<file path="src/rtl/multicycle_ctrl.sv">
// multicycle_ctrl: Moore-style sequencer for the multi-cycle RISC-V core.
// Steps the shared datapath (one ALU, one unified memory port) through
// fetch/decode/execute/memory/writeback for R-type, I-type ALU, LW, SW,
// BEQ and JAL. Variable-latency memory stalls the sequence via mem_ready.
// Optional macro PERF_CNT_EN adds cycle and retired-instruction counters
// (cycle_cnt, instret_cnt, CNT_W bits wide). The default build has no counters.
module multicycle_ctrl #(
  parameter int CNT_W = 32
) (
  input  logic             clk,
  input  logic             rst,
  input  logic [6:0]       opcode,
  input  logic             zero,
  input  logic             mem_ready,
  output logic             pc_write,
  output logic             pc_src,
  output logic             ir_write,
  output logic             i_or_d,
  output logic             mem_read,
  output logic             mem_write,
  output logic             alu_src_a,
  output logic [1:0]       alu_src_b,
  output logic [1:0]       alu_op,
  output logic             mem_2_reg,
  output logic             reg_write,
  output logic             instr_done,
  output logic             illegal_op,
  output logic [3:0]       state
`ifdef PERF_CNT_EN
  ,
  output logic [CNT_W-1:0] cycle_cnt,
  output logic [CNT_W-1:0] instret_cnt
`endif
);

  localparam logic [6:0] OP_RTYPE  = 7'b0110011;
  localparam logic [6:0] OP_ITYPE  = 7'b0010011;
  localparam logic [6:0] OP_LOAD   = 7'b0000011;
  localparam logic [6:0] OP_STORE  = 7'b0100011;
  localparam logic [6:0] OP_BRANCH = 7'b1100011;
  localparam logic [6:0] OP_JAL    = 7'b1101111;

  typedef enum logic [3:0] {
    S_FETCH    = 4'd0,
    S_DECODE   = 4'd1,
    S_EXEC_R   = 4'd2,
    S_EXEC_I   = 4'd3,
    S_MEM_ADDR = 4'd4,
    S_MEM_RD   = 4'd5,
    S_MEM_WR   = 4'd6,
    S_WB_ALU   = 4'd7,
    S_WB_MEM   = 4'd8,
    S_BRANCH   = 4'd9,
    S_JUMP     = 4'd10
  } state_e;

  state_e state_q;
  state_e state_d;

  // State register; reset always returns the sequencer to FETCH.
  always_ff @(posedge clk) begin
    if (rst) begin
      state_q <= S_FETCH;
    end else begin
      state_q <= state_d;
    end
  end

  // Next-state and control decode; reset forces every output low, which aborts any in-flight access.
  always_comb begin
    state_d    = S_FETCH;
    pc_write   = 1'b0;
    pc_src     = 1'b0;
    ir_write   = 1'b0;
    i_or_d     = 1'b0;
    mem_read   = 1'b0;
    mem_write  = 1'b0;
    alu_src_a  = 1'b0;
    alu_src_b  = 2'b00;
    alu_op     = 2'b00;
    mem_2_reg  = 1'b0;
    reg_write  = 1'b0;
    instr_done = 1'b0;
    illegal_op = 1'b0;
    state      = state_q;

    case (state_q)
      S_FETCH: begin
        mem_read  = 1'b1;
        alu_src_b = 2'b01;
        if (mem_ready) begin
          ir_write = 1'b1;
          pc_write = 1'b1;
          state_d  = S_DECODE;
        end else begin
          state_d  = S_FETCH;
        end
      end
      S_DECODE: begin
        alu_src_b = 2'b10;
        case (opcode)
          OP_RTYPE:           state_d = S_EXEC_R;
          OP_ITYPE:           state_d = S_EXEC_I;
          OP_LOAD, OP_STORE:  state_d = S_MEM_ADDR;
          OP_BRANCH:          state_d = S_BRANCH;
          OP_JAL:             state_d = S_JUMP;
          default: begin
            illegal_op = 1'b1;
            state_d    = S_FETCH;
          end
        endcase
      end
      S_EXEC_R: begin
        alu_src_a = 1'b1;
        alu_src_b = 2'b00;
        alu_op    = 2'b10;
        state_d   = S_WB_ALU;
      end
      S_EXEC_I: begin
        alu_src_a = 1'b1;
        alu_src_b = 2'b10;
        state_d   = S_WB_ALU;
      end
      S_MEM_ADDR: begin
        alu_src_a = 1'b1;
        alu_src_b = 2'b10;
        state_d   = (opcode == OP_LOAD) ? S_MEM_RD : S_MEM_WR;
      end
      S_MEM_RD: begin
        i_or_d   = 1'b1;
        mem_read = 1'b1;
        state_d  = mem_ready ? S_WB_MEM : S_MEM_RD;
      end
      S_MEM_WR: begin
        i_or_d    = 1'b1;
        mem_write = 1'b1;
        if (mem_ready) begin
          instr_done = 1'b1;
          state_d    = S_FETCH;
        end else begin
          state_d    = S_MEM_WR;
        end
      end
      S_WB_ALU: begin
        reg_write  = 1'b1;
        instr_done = 1'b1;
        state_d    = S_FETCH;
      end
      S_WB_MEM: begin
        reg_write  = 1'b1;
        mem_2_reg  = 1'b1;
        instr_done = 1'b1;
        state_d    = S_FETCH;
      end
      S_BRANCH: begin
        alu_src_a  = 1'b1;
        alu_src_b  = 2'b00;
        alu_op     = 2'b01;
        pc_src     = 1'b1;
        pc_write   = zero;
        instr_done = 1'b1;
        state_d    = S_FETCH;
      end
      S_JUMP: begin
        pc_src     = 1'b1;
        pc_write   = 1'b1;
        instr_done = 1'b1;
        state_d    = S_FETCH;
      end
      default: begin
        state_d = S_FETCH;
      end
    endcase

    if (rst) begin
      pc_write   = 1'b0;
      pc_src     = 1'b0;
      ir_write   = 1'b0;
      i_or_d     = 1'b0;
      mem_read   = 1'b0;
      mem_write  = 1'b0;
      alu_src_a  = 1'b0;
      alu_src_b  = 2'b00;
      alu_op     = 2'b00;
      mem_2_reg  = 1'b0;
      reg_write  = 1'b0;
      instr_done = 1'b0;
      illegal_op = 1'b0;
      state      = 4'd0;
    end
  end

`ifdef PERF_CNT_EN
  logic [CNT_W-1:0] cycle_cnt_q;
  logic [CNT_W-1:0] cycle_cnt_d;
  logic [CNT_W-1:0] instret_cnt_q;
  logic [CNT_W-1:0] instret_cnt_d;

  // Counter increments; both wrap naturally at 2^CNT_W.
  always_comb begin
    cycle_cnt_d   = cycle_cnt_q + CNT_W'(1);
    instret_cnt_d = instret_cnt_q + CNT_W'(instr_done);
  end

  // Counter registers, cleared by reset.
  always_ff @(posedge clk) begin
    if (rst) begin
      cycle_cnt_q   <= '0;
      instret_cnt_q <= '0;
    end else begin
      cycle_cnt_q   <= cycle_cnt_d;
      instret_cnt_q <= instret_cnt_d;
    end
  end

  assign cycle_cnt   = cycle_cnt_q;
  assign instret_cnt = instret_cnt_q;
`endif

endmodule

</file>
<file path="config.mk">
export PLATFORM = sky130hd
export DESIGN_NAME = multicycle_ctrl
export DESIGN_NICKNAME = d
export VERILOG_FILES = /design/src/rtl/multicycle_ctrl.sv
export SDC_FILE = /design/constraint.sdc
export NUM_CORES = 1
export LEC_CHECK = 0
export CAP_MARGIN = 10
export CORE_MARGIN = 5
export CORE_UTILIZATION = 34
export CTS_CLUSTER_DIAMETER = 40
export DETAILED_ROUTE_END_ITERATION = 16
export GPL_TIMING_DRIVEN = 0
export PLACE_DENSITY = 0.79
export SETUP_SLACK_MARGIN = 0.02
export SLEW_MARGIN = 40
export SYNTH_ARGS = -nofsm -noshare
export SYNTH_HDL_FRONTEND = slang
export SYNTH_SLANG_ARGS = --single-unit
</file>
<file path="constraint.sdc">
create_clock -name clk -period 1.5 [get_ports clk]
set_input_delay 0.15 -clock clk [delete_from_list [all_inputs] [get_ports clk]]
set_output_delay 0.15 -clock clk [all_outputs]
set_load 0.02 [all_outputs]
</file>
# ---- Word-level counts from Yosys, hierarchy flattened
# Cells that the tools add are included.
dict set report totals {
  ff_bits 4
  word_cells 63
}
dict set report op_classes {
  n_eq_ne 16
  n_mux 35
  reduce_logical 11
}
# operator n
set op_table {}
lappend op_table {{case mux 4 bit (6 select lines)} 1}
lappend op_table {{2-to-1 mux 1 bit} 23}
lappend op_table {{case mux 4 bit (5 select lines)} 1}
lappend op_table {{== test 4 x 3 -> 1 bit (second input constant)} 4}
lappend op_table {{== test 7 x 6 -> 1 bit (second input constant)} 2}
lappend op_table {{== test 7 bit (second input constant)} 2}
lappend op_table {{== test 4 bit (second input constant)} 3}
lappend op_table {{OR reduction 2 bit} 6}
lappend op_table {{== test 4 x 2 -> 1 bit (second input constant)} 2}
lappend op_table {{2-to-1 mux 4 bit} 2}
lappend op_table {{case mux 2 bit (2 select lines)} 2}
lappend op_table {{OR reduction 4 bit} 2}
lappend op_table {{== test 7 x 2 -> 1 bit (second input constant)} 1}
lappend op_table {{== test 7 x 5 -> 1 bit (second input constant)} 1}
lappend op_table {{2-to-1 mux 2 bit} 3}
lappend op_table {{OR reduction 6 bit} 1}
lappend op_table {{== test 4 x 1 -> 1 bit (second input constant)} 1}
lappend op_table {{logical NOT 4 bit} 1}
lappend op_table {{2-to-1 mux 3 bit} 1}
lappend op_table {{case mux 1 bit (3 select lines)} 1}
lappend op_table {{OR reduction 3 bit} 1}
lappend op_table {{case mux 1 bit (2 select lines)} 1}

# ---- Longest topological paths before layout
# Gate-level depths: netlist of run 1.
dict set report depth {
  ltp_word 5
  mapped_depth 5
  depth_no_buf 4
}

# ---- Worst setup path before layout of run 1
# No wires, ideal clock.
dict set report synth_path {
  kind {reg2out}
  startpoint {register state_q[0]}
  endpoint {output port mem_read}
  t_arrival_ns 1.644
  path_slack_ns -0.294
  stages_incl_launch_ff 5
  path_buffers 2
  cell_sequence {dfxtp_1 -> clkbuf_1 -> buf_1 -> xor2_1 -> nor4_1}
}
dict set report synth_between {
  elab_chain_len 4
}
# element line_no
set synth_lines {}
lappend synth_lines {{from (decl)} 57} ;# state_e state_q;
lappend synth_lines {{from (signal assigned)} 65} ;# state_q <= state_d;
lappend synth_lines {{== test 4 x 3 -> 1 bit / logical NOT 4 bit (equally long branches)} 87} ;# case (state_q)
lappend synth_lines {{OR reduction 2 bit (no source line) *} -}
lappend synth_lines {{2-to-1 mux 1 bit *} 87}
lappend synth_lines {{2-to-1 mux 1 bit *} 175} ;# if (rst) begin
lappend synth_lines {{to (decl)} 19} ;# output logic mem_read,
# Mark *: on every way between the ends. The rest lies on a longest branch, timed or not.

# ---- Final worst setup path of run 1
dict set report layout_path {
  startpoint {register state_q[2]}
  endpoint {output port ir_write}
}
dict set report layout_between {
  elab_chain_len 3
}
# element line_no
set layout_lines {}
lappend layout_lines {{logical NOT 4 bit} 87}
lappend layout_lines {{2-to-1 mux 1 bit} 87}
lappend layout_lines {{2-to-1 mux 1 bit} 175}
lappend layout_lines {{to (decl)} 17} ;# output logic ir_write,
# Every way passes these cells.

==> results of run 1 <==
[logic make-up (layout without fill, tap and decap cells)]
logic type,count (synthesis),after routing,share of synthesized area
flip-flops,4,4,0.1416
AND/OR/NAND/NOR,50,50,0.5022
multiplexers,3,3,0.05310
buffers and inverters,7,47,0.04645
AO/OA/AOI/OAI,19,19,0.2257
XOR/XNOR,2,2,0.03098
[critical path: stages (launching register included)]
cell,delay (ns)
dfxtp_4,0.37
or3_4,0.41
nor3_2,0.13
and2_1,0.16
buf_6,0.12
[through the flow]
step,setup slack (ns),hold slack (ns),cell area [um2],setup TNS (ns),utilization
after global routing,-0.1103,0.3818,1099,-0.6508,0.7127
after detailed placement,-0.6669,0.6234,910.9,-11.26,0.5909
after floorplan,-0.05419,0.3078,600.6,-0.1141,-
final,-0.06664,0.3541,1099,-0.1375,0.7127
after CTS,-0.06510,0.3975,998.5,-0.2178,0.6477
after global placement,-0.6451,0.6174,910.9,-10.76,0.5909
[path summary, 6_finish.rpt]
check | start | endpoint | slack, ns
worst max-delay path | state_q[2] | ir_write | -0.07
worst min-delay path | mem_ready | state_q[3] | 0.35
worst max register to register | state_q[2] | state_q[2] | -0.01
worst min register to register | state_q[2] | state_q[3] | 0.66
[cell usage in the layout (no fill, tap or decap), drive strengths merged, types with 2 or more instances in the layout]
cell	count
o21ai	6
dlygate4sd2	10
nor3	9
nand3b	3
nand2	4
dfxtp	4
mux2i	3
or3	2
nor2b	5
a21oi	3
or4	3
nor2	9
a31oi	2
buf	27
nand2b	5
nand3	2
clkbuf	6
nor4	3
nor3b	2
[what timing repair did]
item	CTS	global route
endpoints found under the setup margin	23	18
buffers inserted	3	4
gates cloned	1	0
gates resized for setup	118	28
pin swaps	5	6
[where the power goes]
| part | switching (W) | internal (W) | total [W] |
|---|---|---|---|
| registers | 0.0000147 | 0.000113 | 0.000128 |
| clock network | 0.0000441 | 0.0000895 | 0.000134 |
| logic | 0.000172 | 0.000151 | 0.000323 |
[layout make-up]
class	instances	area [um2]	share of cell area
clock buffer	3	22.52	0.02050
timing repair buffer	37	289.0	0.2631
buffer	6	73.82	0.06720
tap	16	20.02	0.01822
multi-input combinational	74	596.8	0.5433
sequential	4	92.59	0.08428
inverter	1	3.754	0.003417
[metal layers]
layer	routed length (um)	share of wire
met4	14	0.0062
met2	1213	0.54
met1	862	0.38
met5	0	0
met3	175	0.077
==> key figures, run 1 <==
Floorplan
  • Initial Util: 0.3669
  • Die Span Y: 50.79 um
  • I/O pin cnt: 30
  • Core ar.: 1541 um2
  • Die footprint: 2579 um2
  • Row Count: 14
  • Die X: 50.79 um

Logic synthesis
  • Syn_nets: 96
  • Cell Area, Synth: 565.5 um2
  • Ys Warns: 0
  • Post-Syn Area per Cell: 6.653 um2
  • Synth area leader: dfxtp_1
  • Top cells by area, synth: dfxtp_1 (14%), nor3_1 (8.0%), nor2_1 (6.0%)
  • Most frequent cells after synthesis: nor2_1 (9), nor3_1 (9), o21ai_0 (6)
  • Top-area cell type share of the netlist area: 0.1416
  • Mapped Cells: 85
  • Top FF cell, synth: dfxtp_1
  • Post-synthesis sequential area ratio: 0.1416
  • #FFs+latches synth: 4
  • Async S/R FF share, synth: 0
  • Distinct cells, synth: 33
  • EDFF count, synth: 0

Cells and area
  • Max reg flops: 4
  • Layout cell share with drive strength beyond 1: 0.5200
  • Filler cells: 130
  • Area growth syn-to-layout: 94.25%
  • Final cell count without fillers: 141
  • ANT cells: 0
  • Biggest regs: state_q x4
  • Nets@finish: 138
  • Biggest register: state_q

Global routing
  • Grt met1 use: 0.1643
  • Routing usage on met3: 0.05030
  • Met2 GRT Util: 0.3120
  • Grt total ovfl: 0
  • Initial antenna violation count: 0
  • Vias in the first global route: 735
  • Largest net degree at the start of global routing: 11
  • First-pass GRT wire length: 3312 um
  • GRT Total Usage: 0.1598
  • GRT busiest layer: met2

Drt
  • Average vias per placed instance: 5.979
  • Routed length per instance: 16.07 um
  • Vias: 843
  • Post-route ant nets: 0
  • Initial DRC Count: 15
  • Drt first pass iters: 4
  • DRT Wirelength: 2266 um
  • DRC Markers: 0

Outcome
  • Violated checks: negative setup slack
  • Status: complete, but fails checks

Placement
  • Placed Cells: 130
  • # port buffers: 29
  • Detailed placer's ending HPWL: 1421 um
  • RePlAce Congestion: 0.8584

STA
  • Final setup fails: 4
  • Slew Limit Fails: 0
  • Final clock period utilization by the worst path: 1.044
  • Endpoints failing hold: 0
  • Maximum clock rate: 0.6383 GHz
  • Final Skew: 0.005224 ns
  • Final setup margin: -0.06664 ns
  • Worst slew pin tran: 0.3212 ns
  • RSZ-0062 raised after global routing: yes
  • Post-layout min period: 1.567 ns
  • Max_slew headroom: 0.7831

Clocking
  • Num CTS Buffers: 3
  • Clock transition at the registers of the reported paths: 0.04 ns
  • Clk buf depth: 2
  • Root Driver: clkbuf_4
  • Clk sink count: 4
  • Skew-Pair Late Insertion Delay: 0.24 ns
  • CTS tree: yes
  • CTS H-tree lvls: 1
  • CTS Hold Bufs: 0

Job
  • Max-cap viol count: 0

Pwr
  • VDD IR max: 508.3 uV
  • Pleak: 0.4448 nW
  • Power Density: 532.5 nW/um2
  • Pwr Total: 0.0005850 W

Setup path
  • R2R depth: 4
  • WP data arrival: 1.42 ns
  • CP required: 1.35 ns
  • WS Path Type: reg2out
  • Critical Path End Type: output port
  • Critical path launch point type: register
  • Critical path fanouts, max: 7

Worst hold path
  • Hold WC Path Type: in2reg
  • Hold path depth: 3
Power figures use the tool's default switching activity.
==> run 2, diff against run 1 <==
CORE_MARGIN = default   (was 5)
==> run 2 against run 1 <==
Effect of this change:
- die area down 29%
- sequential share of layout area fell by 0.17 points
- the flow still finishes with violations (negative setup slack)
- via count fell by 4.2%
- utilization rose by 2.3 points
- maximum frequency down 2.8%
- flip-flop and latch count unchanged
- clock power up 7%
- largest cell class unchanged
- routed wire length fell by 1.8%
- critical endpoint is now pc_write
- critical path depth is 1 higher
- power increased by 5.1%
- non-clock buffer count did not move
==> key figures, run 2 (same netlist as run 1, synthesis figures left out) <==
Placement
  • RePlAce Congestion: 0.7996 (was 0.8584)
  • Detailed placer's ending HPWL: 1261 um (was 1421 um)
  • Placed Cells: 130 (unchanged)
  • # port buffers: 29 (unchanged)

Clocking
  • Clk sink count: 4 (unchanged)
  • Skew-Pair Late Insertion Delay: 0.25 ns (was 0.24 ns)
  • Clock transition at the registers of the reported paths: 0.05 ns (was 0.04 ns)
  • CTS H-tree lvls: 1 (unchanged)
  • CTS tree: yes (unchanged)
  • Num CTS Buffers: 3 (unchanged)
  • Clk buf depth: 2 (unchanged)
  • CTS Hold Bufs: 0 (unchanged)
  • Root Driver: clkbuf_4 (unchanged)

Drt
  • DRC Markers: 0 (unchanged)
  • Top Metal Used: met4 (unchanged)
  • Drt first pass iters: 4 (unchanged)
  • Met3 WL post-DR: 137 um (was 175 um)
  • Vias: 808 (was 843)
  • Initial DRC Count: 12 (was 15)
  • DR WL met2: 1228 um (was 1213 um)
  • DRT Wirelength: 2226 um (was 2266 um)
  • Routed length per instance: 15.79 um (was 16.07 um)
  • Post-route ant nets: 0 (unchanged)
  • Average vias per placed instance: 5.730 (was 5.979)
  • Met1 WL: 818 um (was 862 um)

Setup path
  • CP required: 1.35 ns (about the same)
  • Flop2flop setup slack: -0.03 ns (was -0.01 ns)
  • Critical Path End Type: output port (unchanged)
  • Critical path launch point type: register (unchanged)
  • Critical path fanouts, max: 9 (was 7)
  • WS Path Type: reg2out (unchanged)
  • WP data arrival: 1.46 ns (was 1.42 ns)

Cells and area
  • Nets@finish: 138 (unchanged)
  • Register area: 92.59 um2 (unchanged)
  • Layout cell share with drive strength beyond 1: 0.5440 (was 0.5200)
  • Area growth syn-to-layout: 98.23% (was 94.25%)
  • Filler cells: 124 (was 130)
  • Commonest non-fill, non-tap cell in the layout: buf_4 (unchanged)
  • Most frequent cells in the layout: buf_4 (15), dlygate4sd2_1 (9), buf_2 (8) (was buf_4 (15), dlygate4sd2_1 (10), nor3_2 (7), nor2_1 (7), buf_2 (7))
  • Multi-input gate area: 605.6 um2 (was 596.8 um2)
  • Final cell count without fillers: 141 (unchanged)
  • Biggest register: state_q (unchanged)
  • Max reg flops: 4 (unchanged)
  • Biggest regs: state_q x4 (unchanged)
  • ANT cells: 0 (unchanged)

STA
  • Maximum clock rate: 0.6206 GHz (was 0.6383 GHz)
  • Worst slew pin tran: 0.3540 ns (was 0.3212 ns)
  • Final clock period utilization by the worst path: 1.074 (was 1.044)
  • Final setup fails: 8 (was 4)
  • RSZ-0062 raised after global routing: yes (unchanged)
  • Post-layout min period: 1.611 ns (was 1.567 ns)
  • Final Skew: 0.01180 ns (was 0.005224 ns)
  • Max_slew headroom: 0.7640 (was 0.7831)
  • Final hold slack: 0.3325 ns (was 0.3541 ns)
  • Final setup margin: -0.1113 ns (was -0.06664 ns)
  • Endpoints failing hold: 0 (unchanged)
  • Slew Limit Fails: 0 (unchanged)

Floorplan
  • Initial Util: 0.3711 (was 0.3669)
  • Core ar.: 1524 um2 (was 1541 um2)
  • Row Count: 14 (unchanged)
  • I/O pin cnt: 30 (unchanged)
  • Die Span Y: 42.79 um (was 50.79 um)
  • Die X: 42.79 um (was 50.79 um)
  • Die footprint: 1831 um2 (was 2579 um2)

Outcome
  • Violated checks: negative setup slack (unchanged)
  • Status: complete, but fails checks (unchanged)

Global routing
  • Vias in the first global route: 743 (was 735)
  • Grt total ovfl: 0 (unchanged)
  • Largest net degree at the start of global routing: 11 (unchanged)
  • GRT Total Usage: 0.2079 (was 0.1598)
  • Initial antenna violation count: 0 (unchanged)
  • First-pass GRT wire length: 2994 um (was 3312 um)

Worst hold path
  • Hold WC Path Type: in2reg (unchanged)

Pwr
  • Pwr Total: 0.0006151 W (was 0.0005850 W)
  • Pleak: 0.4474 nW (was 0.4448 nW)
  • VDD IR max: 711.7 uV (was 508.3 uV)
  • Power Density: 548.7 nW/um2 (was 532.5 nW/um2)

Job
  • Max-cap viol count: 0 (unchanged)
[run 2: critical path, stage by stage, from the launching register on]
cell and delay, ns:
dfxtp_4 0.36, buf_8 0.14, buf_12 0.14, nand3b_1 0.17
a211oi_2 0.23, buf_4 0.17
[run 2: per-stage QoR]
stage	util	cell area (um2)	worst slack [ns]	TNS, ns
2_1_floorplan	-	600.6	-0.05419	-0.1141
3_3_place_gp	0.5977	910.9	-0.6451	-10.66
3_5_place_dp	0.5977	910.9	-0.6692	-10.92
4_1_cts	0.6445	982.2	-0.1316	-0.2995
5_1_grt	0.7356	1121	-0.1603	-0.9323
6_report	0.7356	1121	-0.1113	-0.4690
[run 2: timing repair]
action,4_1_cts,5_1_grt
hold endpoints to repair,0,0
pin swaps,6,4
gates cloned,0,1
setup endpoints to repair,23,18
gates resized for setup,114,34
buffers inserted,3,4
[run 2: final cells by class]
cell class,count,share of cell area
Multi-Input combinational cell,74,0.5402
Timing Repair Buffer,37,0.2712
Sequential cell,4,0.08259
Buffer,6,0.06473
Clock buffer,3,0.02009
Tap cell,16,0.01786
Inverter,1,0.003348
[run 2: worst paths after layout]
check | from | end | cells after the start
worst max-delay path | state_q[0] | pc_write | 5
worst min-delay path | mem_ready | state_q[3] | 3
worst max register to register | state_q[2] | state_q[0] | 4
worst min register to register | state_q[2] | state_q[3] | 2
[run 2: routing by layer]
metal / vias up / global-route usage
li1: 399 / -
met1: 371 / 0.2231
met2: 34 / 0.4182
met3: 4 / 0.05106
met4: 0 / 0.006250
met5: - / 0
[run 2: power breakdown]
group / switching (W) / leakage [nW] / internal (W)
Sequential: 0.0000156 / 0.0353 / 0.000113
Combinational: 0.000175 / 0.398 / 0.000168
Clock: 0.0000527 / 0.0138 / 0.0000901
Total: 0.000243 / 0.447 / 0.000372
==> run 3, diff against run 2 <==
PLACE_DENSITY = 0.81   (was 0.79)
==> run 3 against run 2 <==
Effect of this change:
- largest power group unchanged
- utilization rose by 1.8 points
- sequential share of layout area fell by 0.20 points
- via count rose by 3.8%
- clock skew fell by 0.0040 ns
- critical endpoint unchanged
- clock-buffer cell count did not move
- first-iteration DRC count fell by 25%
- the flow still finishes with violations (negative setup slack)
==> key figures, run 3 (same netlist as run 1, synthesis figures left out) <==
Drt
  • DRT Wirelength: 2294 um (was 2226 um)
  • Post-route ant nets: 0 (unchanged)
  • Vias: 839 (was 808)
  • Average vias per placed instance: 5.707 (was 5.730)
  • DRC Markers: 0 (unchanged)
  • Drt first pass iters: 4 (unchanged)
  • Initial DRC Count: 9 (was 12)
  • Routed length per instance: 15.61 um (was 15.79 um)

Clocking
  • Clk buf depth: 2 (unchanged)
  • Clk sink count: 4 (unchanged)
  • Skew-Pair Late Insertion Delay: 0.24 ns (was 0.25 ns)
  • Clock transition at the registers of the reported paths: 0.04 ns (was 0.05 ns)
  • CTS tree: yes (unchanged)
  • Root Driver: clkbuf_4 (unchanged)
  • Num CTS Buffers: 3 (unchanged)
  • CTS H-tree lvls: 1 (unchanged)

Global routing
  • GRT Total Usage: 0.2347 (was 0.2079)
  • Initial antenna violation count: 0 (unchanged)
  • Vias in the first global route: 769 (was 743)
  • Largest net degree at the start of global routing: 11 (unchanged)
  • First-pass GRT wire length: 3360 um (was 2994 um)
  • Grt total ovfl: 0 (unchanged)

Placement
  • Post-Place Setup Slack: -0.6790 ns (was -0.6692 ns)
  • RePlAce Congestion: 0.7991 (was 0.7996)
  • Placed Cells: 130 (unchanged)
  • Detailed placer's ending HPWL: 1263 um (was 1261 um)
  • # port buffers: 29 (unchanged)

Setup path
  • Critical-path cell list: buf_8, buf_8, nand3b_1, a211oi_2, buf_4 (was buf_8, buf_12, nand3b_1, a211oi_2, buf_4)
  • Critical path launch point type: register (unchanged)
  • Crit path depth: 5 (unchanged)
  • CP top delay family: buffers and inverters (unchanged)
  • Worst r2r dst: state_q[0] (unchanged)
  • CP most frequent cell: buf_8
  • Reg2reg start: state_q[3] (was state_q[2])
  • Flop2flop setup slack: -0.01 ns (was -0.03 ns)
  • WS Path Type: reg2out (unchanged)
  • Critical Path End Type: output port (unchanged)
  • WP data arrival: 1.44 ns (was 1.46 ns)
  • CP required: 1.35 ns (about the same)
  • R2R depth: 5 (was 4)
  • Worst path bufs/invs: 3 (unchanged)
  • CP peak stage delay: 0.36 ns (about the same)
  • Critical path fanouts, max: 6 (was 9)
  • Crit-path slowest cell: dfxtp_4 (unchanged)

Outcome
  • Violated checks: negative setup slack (unchanged)
  • Status: complete, but fails checks (unchanged)

Floorplan
  • Initial Util: 0.3711 (unchanged)
  • Core ar.: 1524 um2 (unchanged)
  • Die Span Y: 42.79 um (unchanged)
  • Die footprint: 1831 um2 (unchanged)
  • Die X: 42.79 um (unchanged)
  • I/O pin cnt: 30 (unchanged)
  • Row Count: 14 (unchanged)

Cells and area
  • Biggest regs: state_q x4 (unchanged)
  • Biggest register: state_q (unchanged)
  • Filler cells: 115 (was 124)
  • Layout cell share with drive strength beyond 1: 0.5344 (was 0.5440)
  • Area growth syn-to-layout: 103.1% (was 98.23%)
  • Nets@finish: 144 (was 138)
  • Commonest non-fill, non-tap cell in the layout: buf_4 (unchanged)
  • Max reg flops: 4 (unchanged)
  • Most frequent cells in the layout: buf_4 (19), dlygate4sd2_1 (12), nor2_1 (7) (was buf_4 (15), dlygate4sd2_1 (9), buf_2 (8))
  • Final cell count without fillers: 147 (was 141)
  • ANT cells: 0 (unchanged)

STA
  • Final hold slack: 0.4268 ns (was 0.3325 ns)
  • Max_slew headroom: 0.7690 (was 0.7640)
  • Final setup margin: -0.09361 ns (was -0.1113 ns)
  • Final clock period utilization by the worst path: 1.062 (was 1.074)
  • Slew Limit Fails: 0 (unchanged)
  • Setup tns final: -0.5000 ns (was -0.4690 ns)
  • Endpoints failing hold: 0 (unchanged)
  • RSZ-0062 raised after global routing: yes (unchanged)
  • Maximum clock rate: 0.6275 GHz (was 0.6206 GHz)
  • Worst slew pin tran: 0.3456 ns (was 0.3540 ns)
  • Final setup fails: 9 (was 8)
  • Final Skew: 0.007804 ns (was 0.01180 ns)
  • Post-layout min period: 1.594 ns (was 1.611 ns)

Pwr
  • Power Density: 531.6 nW/um2 (was 548.7 nW/um2)
  • VDD IR max: 585.0 uV (was 711.7 uV)
  • Pleak: 0.4725 nW (was 0.4474 nW)

Worst hold path
  • Hold WC Path Type: in2reg (unchanged)
  • Hold path depth: 3 (unchanged)
  • HP Start: mem_ready (unchanged)
  • Worst hold path endpoint: state_q[3] (unchanged)

Job
  • Max-cap viol count: 0 (unchanged)
run 3: changes by cell type in the layout (fill, tap and decap cells not counted), sizes merged:
cell | previous run | this run
buf | 27 | 30
dlygate4sd2 | 9 | 12
dlymetal6s2s | 1 | 0
clkdlybuf4s15 | 2 | 0
clkbuf | 6 | 9
run 3: through the flow:
stage | cell area [um2] | utilization | power (W)
floorplan | 600.6 | - | 0.0002805
global placement | 910.9 | 0.5977 | 0.0003828
detailed placement | 910.9 | 0.5977 | 0.0003873
CTS | 1020 | 0.6691 | 0.0005553
global route | 1149 | 0.7537 | 0.0006491
finish | 1149 | 0.7537 | 0.0006106
run 3: where the power goes:
part	switching, W	leakage (nW)	internal, W
clock	0.0000456	0.0138	0.0000896
combinational	0.000179	0.423	0.000168
sequential	0.0000146	0.0353	0.000113
total	0.000240	0.473	0.000371
run 3: worst reg2reg max path, cell delays in order, from the launching register on:
cell and delay, ns:
dfxtp_4 0.36, buf_4 0.15, nor2b_4 0.16, nand2_2 0.07, or4_4 0.48, a31oi_1 0.20
run 3: worst max path at each step:
stage	start	end	slack, ns
6_report	state_q[0]	pc_write	-0.09
5_1_grt	state_q[0]	reg_write	-0.15
4_1_cts	state_q[3]	ir_write	-0.13
3_5_place_dp	state_q[2]	instr_done	-0.68
3_3_place_gp	state_q[2]	instr_done	-0.64
2_1_floorplan	state_q[0]	mem_2_reg	-0.05
run 3: final cells by class:
| cell class | count | area, um2 | share of cell area |
|---|---|---|---|
| multi-input cells | 74 | 593.1 | 0.5163 |
| clock buffers | 3 | 22.52 | 0.01961 |
| inverters | 1 | 3.754 | 0.003268 |
| well taps | 16 | 20.02 | 0.01743 |
| repair buffers | 43 | 346.6 | 0.3017 |
| plain buffers | 6 | 70.07 | 0.06100 |
| flip-flops and latches | 4 | 92.59 | 0.08061 |
run 3: routing by layer:
metal	global-route usage	wire length [um]	up-vias	share of wire
met2	0.4303	1177	24	0.51
met5	0	0	-	0
met1	0.2713	1016	401	0.44
li1	-	-	414	-
met4	0.06250	0	0	0
met3	0.04681	100	0	0.044
run 3: timing repair:
item,CTS,global route
hold buffers,0,0
buffers inserted,7,6
gates resized for setup,117,32
pin swaps,8,7
cloned,1,0
endpoints found under the setup margin,23,19
